## src/rtl/lift_req_writer_pkg.sv

```systemverilog
`default_nettype none
// ============================================================================
//  Module : lift_req_pkg
//  Brief  : Shared types, FIFO word field positions and word packing helpers
//           for the parking-lift request writer.
//  Rev    : 1.0  initial release
// ============================================================================
package lift_req_pkg;

    // Request operation codes carried on req_op
    typedef enum logic [1:0] {
        OP_ILLEGAL  = 2'b00,
        OP_PARK     = 2'b01,
        OP_RETRIEVE = 2'b10,
        OP_CANCEL   = 2'b11
    } req_op_e;

    // Writer FSM states
    typedef enum logic [1:0] {
        IDLE = 2'd0,
        HDR  = 2'd1,
        PLD  = 2'd2
    } state_e;

    localparam int WORD_W   = 12;

    // Header word fields
    localparam int SOF_BIT  = 11;
    localparam int OP_HI    = 10;
    localparam int OP_LO    = 9;
    localparam int FLOOR_HI = 8;
    localparam int FLOOR_LO = 5;
    localparam int SEQ_HI   = 4;
    localparam int SEQ_LO   = 0;

    // Payload word fields
    localparam int SLOT_HI  = 10;
    localparam int SLOT_LO  = 5;
    localparam int CAR_HI   = 4;
    localparam int CAR_LO   = 0;

    // Header word: start-of-frame bit set so the consumer can resynchronise
    function automatic logic [WORD_W-1:0] pack_hdr(
        input logic [1:0] op,
        input logic [3:0] floor,
        input logic [4:0] seq
    );
        logic [WORD_W-1:0] w;
        w                    = '0;
        w[SOF_BIT]           = 1'b1;
        w[OP_HI:OP_LO]       = op;
        w[FLOOR_HI:FLOOR_LO] = floor;
        w[SEQ_HI:SEQ_LO]     = seq;
        return w;
    endfunction

    // Payload word: start-of-frame bit clear
    function automatic logic [WORD_W-1:0] pack_pld(
        input logic [5:0] slot,
        input logic [4:0] car_id
    );
        logic [WORD_W-1:0] w;
        w                  = '0;
        w[SLOT_HI:SLOT_LO] = slot;
        w[CAR_HI:CAR_LO]   = car_id;
        return w;
    endfunction

endpackage
`default_nettype wire

```

## src/rtl/lift_req_writer_if.sv

```systemverilog
`default_nettype none
// ============================================================================
//  Module : lift_req_writer_if
//  Brief  : Request handshake plus FIFO write-side bundle for the lift request
//           writer. master = the writer, slave = requester/FIFO environment.
//  Rev    : 1.0  initial release
// ============================================================================
interface lift_req_writer_if #(
    parameter int DATASIZE = 12
) ();

    logic                req_valid;
    logic                req_ready;
    logic [1:0]          req_op;
    logic [3:0]          req_floor;
    logic [5:0]          req_slot;
    logic [4:0]          req_car_id;

    logic                write_full;
    logic                write_enable;
    logic [DATASIZE-1:0] write_data;

    modport master (
        input  req_valid, req_op, req_floor, req_slot, req_car_id, write_full,
        output req_ready, write_enable, write_data
    );

    modport slave (
        output req_valid, req_op, req_floor, req_slot, req_car_id, write_full,
        input  req_ready, write_enable, write_data
    );

endinterface
`default_nettype wire

```

## src/rtl/lift_req_writer.sv

```systemverilog
`default_nettype none
// ============================================================================
//  Module : lift_req_writer
//  Brief  : Write-clock-side producer for the parking-lift async FIFO. Takes
//           one request at a time, emits a header word then a payload word,
//           and keeps a rolling sequence number plus done/drop counters.
//           Optional HDR stall timeout: define LIFT_REQ_STALL_TIMEOUT_EN.
//  Rev    : 1.0  initial release
// ============================================================================
module lift_req_writer
    import lift_req_pkg::*;
#(
    parameter int DATASIZE    = 12,
    parameter int SEQ_W       = 5,
    parameter int CNT_W       = 8,
    parameter int STALL_LIMIT = 255
) (
    input  wire logic              write_clk,
    input  wire logic              read_reset_n,
    lift_req_writer_if.master      bus,
    output logic                   busy,
    output logic [CNT_W-1:0]       done_cnt,
    output logic [CNT_W-1:0]       drop_cnt,
    output logic                   stall_abort
);

    // Elaboration-time parameter sanity
    if (DATASIZE != 12) begin : g_bad_datasize
        $error("lift_req_writer: DATASIZE must be 12");
    end
    if (1 + 2 + 4 + SEQ_W != DATASIZE) begin : g_bad_seq_w
        $error("lift_req_writer: 1+2+4+SEQ_W must equal DATASIZE");
    end
    if (STALL_LIMIT < 1 || STALL_LIMIT > 255) begin : g_bad_stall_limit
        $error("lift_req_writer: STALL_LIMIT must be within 1..255");
    end

    localparam logic [CNT_W-1:0] CNT_ONE = {{(CNT_W-1){1'b0}}, 1'b1};
    localparam logic [SEQ_W-1:0] SEQ_ONE = {{(SEQ_W-1){1'b0}}, 1'b1};

    state_e             state_q;
    logic [1:0]         op_q;
    logic [3:0]         floor_q;
    logic [5:0]         slot_q;
    logic [4:0]         car_q;
    logic [SEQ_W-1:0]   seq_q;
    logic [CNT_W-1:0]   done_cnt_q;
    logic [CNT_W-1:0]   drop_cnt_q;

`ifdef LIFT_REQ_STALL_TIMEOUT_EN
    localparam logic [7:0] STALL_LAST = 8'(STALL_LIMIT - 1);
    logic [7:0]         stall_cnt_q;
    logic               stall_abort_q;
    assign stall_abort = stall_abort_q;
`else
    assign stall_abort = 1'b0;
`endif

    assign done_cnt = done_cnt_q;
    assign drop_cnt = drop_cnt_q;

    // Frame FSM, holding registers, sequence number and statistics counters
    always_ff @(posedge write_clk or negedge read_reset_n) begin
        if (!read_reset_n) begin
            state_q    <= IDLE;
            op_q       <= '0;
            floor_q    <= '0;
            slot_q     <= '0;
            car_q      <= '0;
            seq_q      <= '0;
            done_cnt_q <= '0;
            drop_cnt_q <= '0;
`ifdef LIFT_REQ_STALL_TIMEOUT_EN
            stall_cnt_q   <= '0;
            stall_abort_q <= 1'b0;
`endif
        end else begin
`ifdef LIFT_REQ_STALL_TIMEOUT_EN
            stall_abort_q <= 1'b0;
`endif
            case (state_q)
                IDLE: begin
                    if (bus.req_valid) begin
                        if (bus.req_op != OP_ILLEGAL) begin
                            op_q    <= bus.req_op;
                            floor_q <= bus.req_floor;
                            slot_q  <= bus.req_slot;
                            car_q   <= bus.req_car_id;
                            state_q <= HDR;
                        end else if (drop_cnt_q != '1) begin
                            // Illegal op is consumed and counted, never written
                            drop_cnt_q <= drop_cnt_q + CNT_ONE;
                        end
                    end
                end
                HDR: begin
                    if (!bus.write_full) begin
                        state_q <= PLD;
`ifdef LIFT_REQ_STALL_TIMEOUT_EN
                        stall_cnt_q <= '0;
`endif
                    end
`ifdef LIFT_REQ_STALL_TIMEOUT_EN
                    else if (stall_cnt_q == STALL_LAST) begin
                        // Nothing of this frame reached the FIFO yet, so it
                        // can be abandoned without leaving a half frame.
                        state_q       <= IDLE;
                        stall_cnt_q   <= '0;
                        stall_abort_q <= 1'b1;
                        if (drop_cnt_q != '1) begin
                            drop_cnt_q <= drop_cnt_q + CNT_ONE;
                        end
                    end else begin
                        stall_cnt_q <= stall_cnt_q + 8'd1;
                    end
`endif
                end
                PLD: begin
                    // Header is already in the FIFO: payload waits as long as needed
                    if (!bus.write_full) begin
                        state_q    <= IDLE;
                        seq_q      <= seq_q + SEQ_ONE;
                        done_cnt_q <= done_cnt_q + CNT_ONE;
                    end
                end
                default: begin
                    state_q <= IDLE;
                end
            endcase
        end
    end

    // Handshake and FIFO word decode from the current state
    always_comb begin
        bus.req_ready    = 1'b0;
        bus.write_enable = 1'b0;
        bus.write_data   = '0;
        busy             = 1'b1;
        case (state_q)
            IDLE: begin
                bus.req_ready = 1'b1;
                busy          = 1'b0;
            end
            HDR: begin
                bus.write_enable = 1'b1;
                bus.write_data   = pack_hdr(op_q, floor_q, seq_q);
            end
            PLD: begin
                bus.write_enable = 1'b1;
                bus.write_data   = pack_pld(slot_q, car_q);
            end
            default: begin
                busy = 1'b1;
            end
        endcase
    end

endmodule
`default_nettype wire

```

## src/flat_wrapper.sv

```systemverilog
// flat-port wrapper written by rule: the top's interface ports become plain ports
module lift_req_writer_flat import lift_req_pkg::*;
#(
    parameter int DATASIZE    = 12,
    parameter int SEQ_W       = 5,
    parameter int CNT_W       = 8,
    parameter int STALL_LIMIT = 255
)
  (write_clk, read_reset_n, busy, done_cnt, drop_cnt, stall_abort, bus_req_valid, bus_req_op, bus_req_floor, bus_req_slot, bus_req_car_id, bus_write_full, bus_req_ready, bus_write_enable, bus_write_data);
  lift_req_writer_if #(.DATASIZE(DATASIZE)) bus_i ();
  input  wire logic write_clk;
  input  wire logic read_reset_n;
  output logic busy;
  output logic [CNT_W-1:0] done_cnt;
  output logic [CNT_W-1:0] drop_cnt;
  output logic stall_abort;
  input wire logic [$bits(bus_i.req_valid)-1:0] bus_req_valid;
  input wire logic [$bits(bus_i.req_op)-1:0] bus_req_op;
  input wire logic [$bits(bus_i.req_floor)-1:0] bus_req_floor;
  input wire logic [$bits(bus_i.req_slot)-1:0] bus_req_slot;
  input wire logic [$bits(bus_i.req_car_id)-1:0] bus_req_car_id;
  input wire logic [$bits(bus_i.write_full)-1:0] bus_write_full;
  output wire logic [$bits(bus_i.req_ready)-1:0] bus_req_ready;
  output wire logic [$bits(bus_i.write_enable)-1:0] bus_write_enable;
  output wire logic [$bits(bus_i.write_data)-1:0] bus_write_data;
  assign bus_i.req_valid = bus_req_valid;
  assign bus_i.req_op = bus_req_op;
  assign bus_i.req_floor = bus_req_floor;
  assign bus_i.req_slot = bus_req_slot;
  assign bus_i.req_car_id = bus_req_car_id;
  assign bus_i.write_full = bus_write_full;
  assign bus_req_ready = bus_i.req_ready;
  assign bus_write_enable = bus_i.write_enable;
  assign bus_write_data = bus_i.write_data;
  lift_req_writer #(.DATASIZE(DATASIZE), .SEQ_W(SEQ_W), .CNT_W(CNT_W), .STALL_LIMIT(STALL_LIMIT)) u_core (.write_clk(write_clk), .read_reset_n(read_reset_n), .bus(bus_i), .busy(busy), .done_cnt(done_cnt), .drop_cnt(drop_cnt), .stall_abort(stall_abort));
endmodule
```

## config.mk

```make
export PLATFORM = sky130hd
export DESIGN_NAME = lift_req_writer_flat
export DESIGN_NICKNAME = d
export VERILOG_FILES = /design/src/rtl/lift_req_writer_pkg.sv /design/src/rtl/lift_req_writer_if.sv /design/src/rtl/lift_req_writer.sv /design/src/flat_wrapper.sv
export SDC_FILE = /design/constraint.sdc
export NUM_CORES = 1
export LEC_CHECK = 0
export BUFFER_PORTS_ARGS = -buffer_cell sky130_fd_sc_hd__buf_4
export CORE_ASPECT_RATIO = 1.4
export CORE_MARGIN = 1
export CORE_UTILIZATION = 56
export DETAILED_ROUTE_END_ITERATION = 7
export PLACE_DENSITY = 0.84
export RECOVER_POWER = 50
export SETUP_SLACK_MARGIN = 0.5
export SKIP_CTS_REPAIR_TIMING = 1
export SLEW_MARGIN = 5
export SYNTH_ARGS = -nofsm -noshare
export SYNTH_HDL_FRONTEND = slang
export SYNTH_SLANG_ARGS = --single-unit
```

## constraint.sdc

```tcl
create_clock -name write_clk -period 2.8 [get_ports write_clk]
set_input_delay 0.14 -clock write_clk [delete_from_list [all_inputs] [get_ports write_clk]]
set_output_delay 0.14 -clock write_clk [all_outputs]
set_load 0.01 [all_outputs]
```

==> run_results.csv <==
group,metric,value,unit
status,status,"finished, final reports clean",
logic_synthesis,synth.top_cells.by_area,"dfrtp_1 50%, mux2_1 9.0%, mux2_4 7.5%",
detailed_routing,num_vias,1448,
pwr,finalPower,2420,uW
detailed_routing,wl_per_cell,15.5,um
die,start_util,0.588,
timing,period_share,0.730,
logic_synthesis,yosys_warnings,0,
timing,setup_viol,0,
cts,clk_latency,0.29,ns
layout,fillers,265,
pwr,peakVddDrop,0.654,mV
cts,cts_max_level,2,
detailed_routing,post-route-drc-count,0,
global_routing,first_global_vias,1465,
die,die_area,0.00383,mm^2
cts,cts.sink_count,40,
logic_synthesis,avgSynthCellArea,12.5,um^2
global_routing,grt_max_degree,41,
layout,area_growth_syn_to_layout,21.6,%
timing,worst_slew_pin_slew,0.907,ns
logic_synthesis,synth-seq-area-share,0.499,
global_routing,antenna_found_initial,0,
worst_setup_path,cp-start-kind,"flip-flop",
timing,finalSetupTns,0,ns
logic_synthesis,yosys.area.top_type,"dfrtp_1",
detailed_routing,first_iter_violations,15,
run,cap_viol_max_count,0,
place,dp_cells,244,
logic_synthesis,synth.most_common_cell,"dfrtp_1",
worst_setup_path,crit-reg2reg-launch,"u_core.state_q[0]$_DFFE_PN0P_",
logic_synthesis,synth_nets,189,
die,die_h,72.8,um
layout,antennaDiodeCount,0,
worst_setup_path,critical_path_class,"reg2reg",
cts,cts-root-buf,"clkbuf_8",
logic_synthesis,ys_types,33,
place,place.port_buffers,51,
layout,drive_gt1_frac,0.268,
global_routing,track_usage,0.229,
die,rows,25,
detailed_routing,first_pass_iters,4,
timing,hold_violations,0,
global_routing,top_usage_layer,"met2",
global_routing,grt_use_met1,0.277,
timing,min_period,2.04,ns
logic_synthesis,syn-cell-area,0.00200,mm^2
cts,cts_buffer_depth,2,
logic_synthesis,syn_inst,160,
pwr,p_per_area,993,mW/mm^2
worst_setup_path,critPathLaunch,"u_core.state_q[0]$_DFFE_PN0P_",
cts,clk_pin_slew_worst_paths,0.07,ns
logic_synthesis,async_flop_share,1.00,
logic_synthesis,yosys_register_bits,40,
die,io_pins,53,
cts,cts_buffers,5,
cts,cts_tree,"yes",
hold_path,min_path_type,"in2reg",
place,hpwl,2.86,mm
timing,timing.fmax,0.489,GHz
global_routing,grt_pass1_wl,6.35,mm
logic_synthesis,synth_commonest_cells,"40 x dfrtp_1, 16 x mux2_1, 12 x nor2b_1",
global_routing,grt_util_met3,0.0625,
timing,max_slew_margin,0.396,
timing,fin_worst_skew,0.00344,ns
die,die_x,52.6,um
hold_path,min-delay-start,"bus_req_floor[2]",
detailed_routing,wirelength,3.91,mm
detailed_routing,post_drt_via_cell_ratio,5.72,
worst_setup_path,end_kind,"flip-flop",
worst_setup_path,slowest_delay,0.69,ns
die,core,0.00341,mm^2
global_routing,grt-ovfl-total,0,
timing,report.final.slew_viol_count,0,
logic_synthesis,synth_enable_flop_cells,0,
worst_setup_path,critPathMaxFanout,17,
logic_synthesis,yosys_most_used_dff,"dfrtp_1",
place,gp_congestion,0.808,
global_routing,grt.met2_usage,0.373,
layout,nNetsFinal,241,
layout,final_cells,253,
detailed_routing,antenna_left,0,
worst_setup_path,worstPathArrival,2.22,ns
timing,rsz0062_at_grt,"false",
worst_setup_path,crit_path_top_delay_cell,"or2_1",
worst_setup_path,worstPathCellList,"inv_1, ha_1, inv_2, or2_1, mux2_1",
logic_synthesis,yosys.area.top_type_share,0.499,
pwr,p_leak,0.00112,uW
worst_setup_path,required,2.97,ns
-- layer usage --
| layer | share of wire | wire, um | up-vias |
|---|---|---|---|
| met5 | 0 | 0 | - |
| li1 | - | - | 676 |
| met2 | 0.51 | 2000 | 52 |
| met1 | 0.41 | 1620 | 713 |
| met3 | 0.056 | 218 | 7 |
| met4 | 0.017 | 68 | 0 |
-- area by class of cell --
class / instances / area [um^2] / area share
clock buffer: 8 / 90.1 / 0.0370
inverter: 4 / 15.0 / 0.00616
multi-input combinational: 109 / 945 / 0.388
sequential: 40 / 1000 / 0.411
tap: 40 / 50.0 / 0.0205
timing repair buffer: 52 / 337 / 0.138
-- stage by stage --
step	util	instance area [um^2]	hold slack (ns)	setup slack, ns
floorplan	-	2000	-0.156	1.04
global placement	0.701	2390	0.136	0.748
detailed placement	0.701	2390	0.143	0.642
CTS	0.728	2480	-0.180	0.631
global route	0.715	2440	0.0548	0.622
finish	0.715	2440	0.0590	0.755
-- cells in the final DEF, fill, tap and decap left out, types with 8 or more instances in the layout --
master	instances
buf_4	36
nand2_1	8
mux2_1	16
ha_1	8
mux2_4	10
a22oi_1	11
nand4_1	8
dfrtp_1	40
clkbuf_1	17
nor2b_1	11
xnor2_1	10
-- flip-flops by register name, indices dropped and copies added (netlist names) --
signal,flops
u_core.seq_q,5
u_core.car_q,5
u_core.op_q,2
u_core.state_q,2
u_core.slot_q,6
u_core.floor_q,4
u_core.drop_cnt,8
u_core.done_cnt,8
-- final timing paths --
kind	end	slack, ns	depth (start not counted)
max	u_core.floor_q[0]$_DFFE_PN0P_	0.76	5
min	u_core.floor_q[2]$_DFFE_PN0P_	0.06	2
max reg2reg	u_core.floor_q[0]$_DFFE_PN0P_	0.76	5
min reg2reg	u_core.done_cnt[7]$_DFFE_PN0P_	0.48	1
max in group asynchronous	u_core.floor_q[1]$_DFFE_PN0P_	2.11	2
min in group asynchronous	u_core.done_cnt[3]$_DFFE_PN0P_	0.36	2
-- cell families after synthesis --
| logic type | share of synthesized area |
|---|---|
| compound gates | 0.0749 |
| other cells | 0.00187 |
| buf+inv | 0.0306 |
| flops | 0.499 |
| mux | 0.165 |
| simple gates | 0.126 |
| xor+xnor | 0.0524 |
| fa+ha+maj | 0.0499 |
-- power breakdown --
part | switching, uW | leakage (uW) | internal [uW] | total (uW)
sequential | 192 | 0.000501 | 801 | 993
clock | 193 | 0.0000455 | 201 | 394
combinational | 481 | 0.000578 | 553 | 1030
total | 866 | 0.00112 | 1560 | 2420
-- worst max-delay path: cells and delay by family (launching register included) --
family / cells / cell delay, ns
multiplexers: 1 / 0.38
adder cells (fa/ha/maj): 1 / 0.28
flip-flops: 1 / 0.39
buffers and inverters: 2 / 0.17
AND/OR/NAND/NOR: 1 / 0.69
No activity file was read; power rests on OpenSTA's default activity.
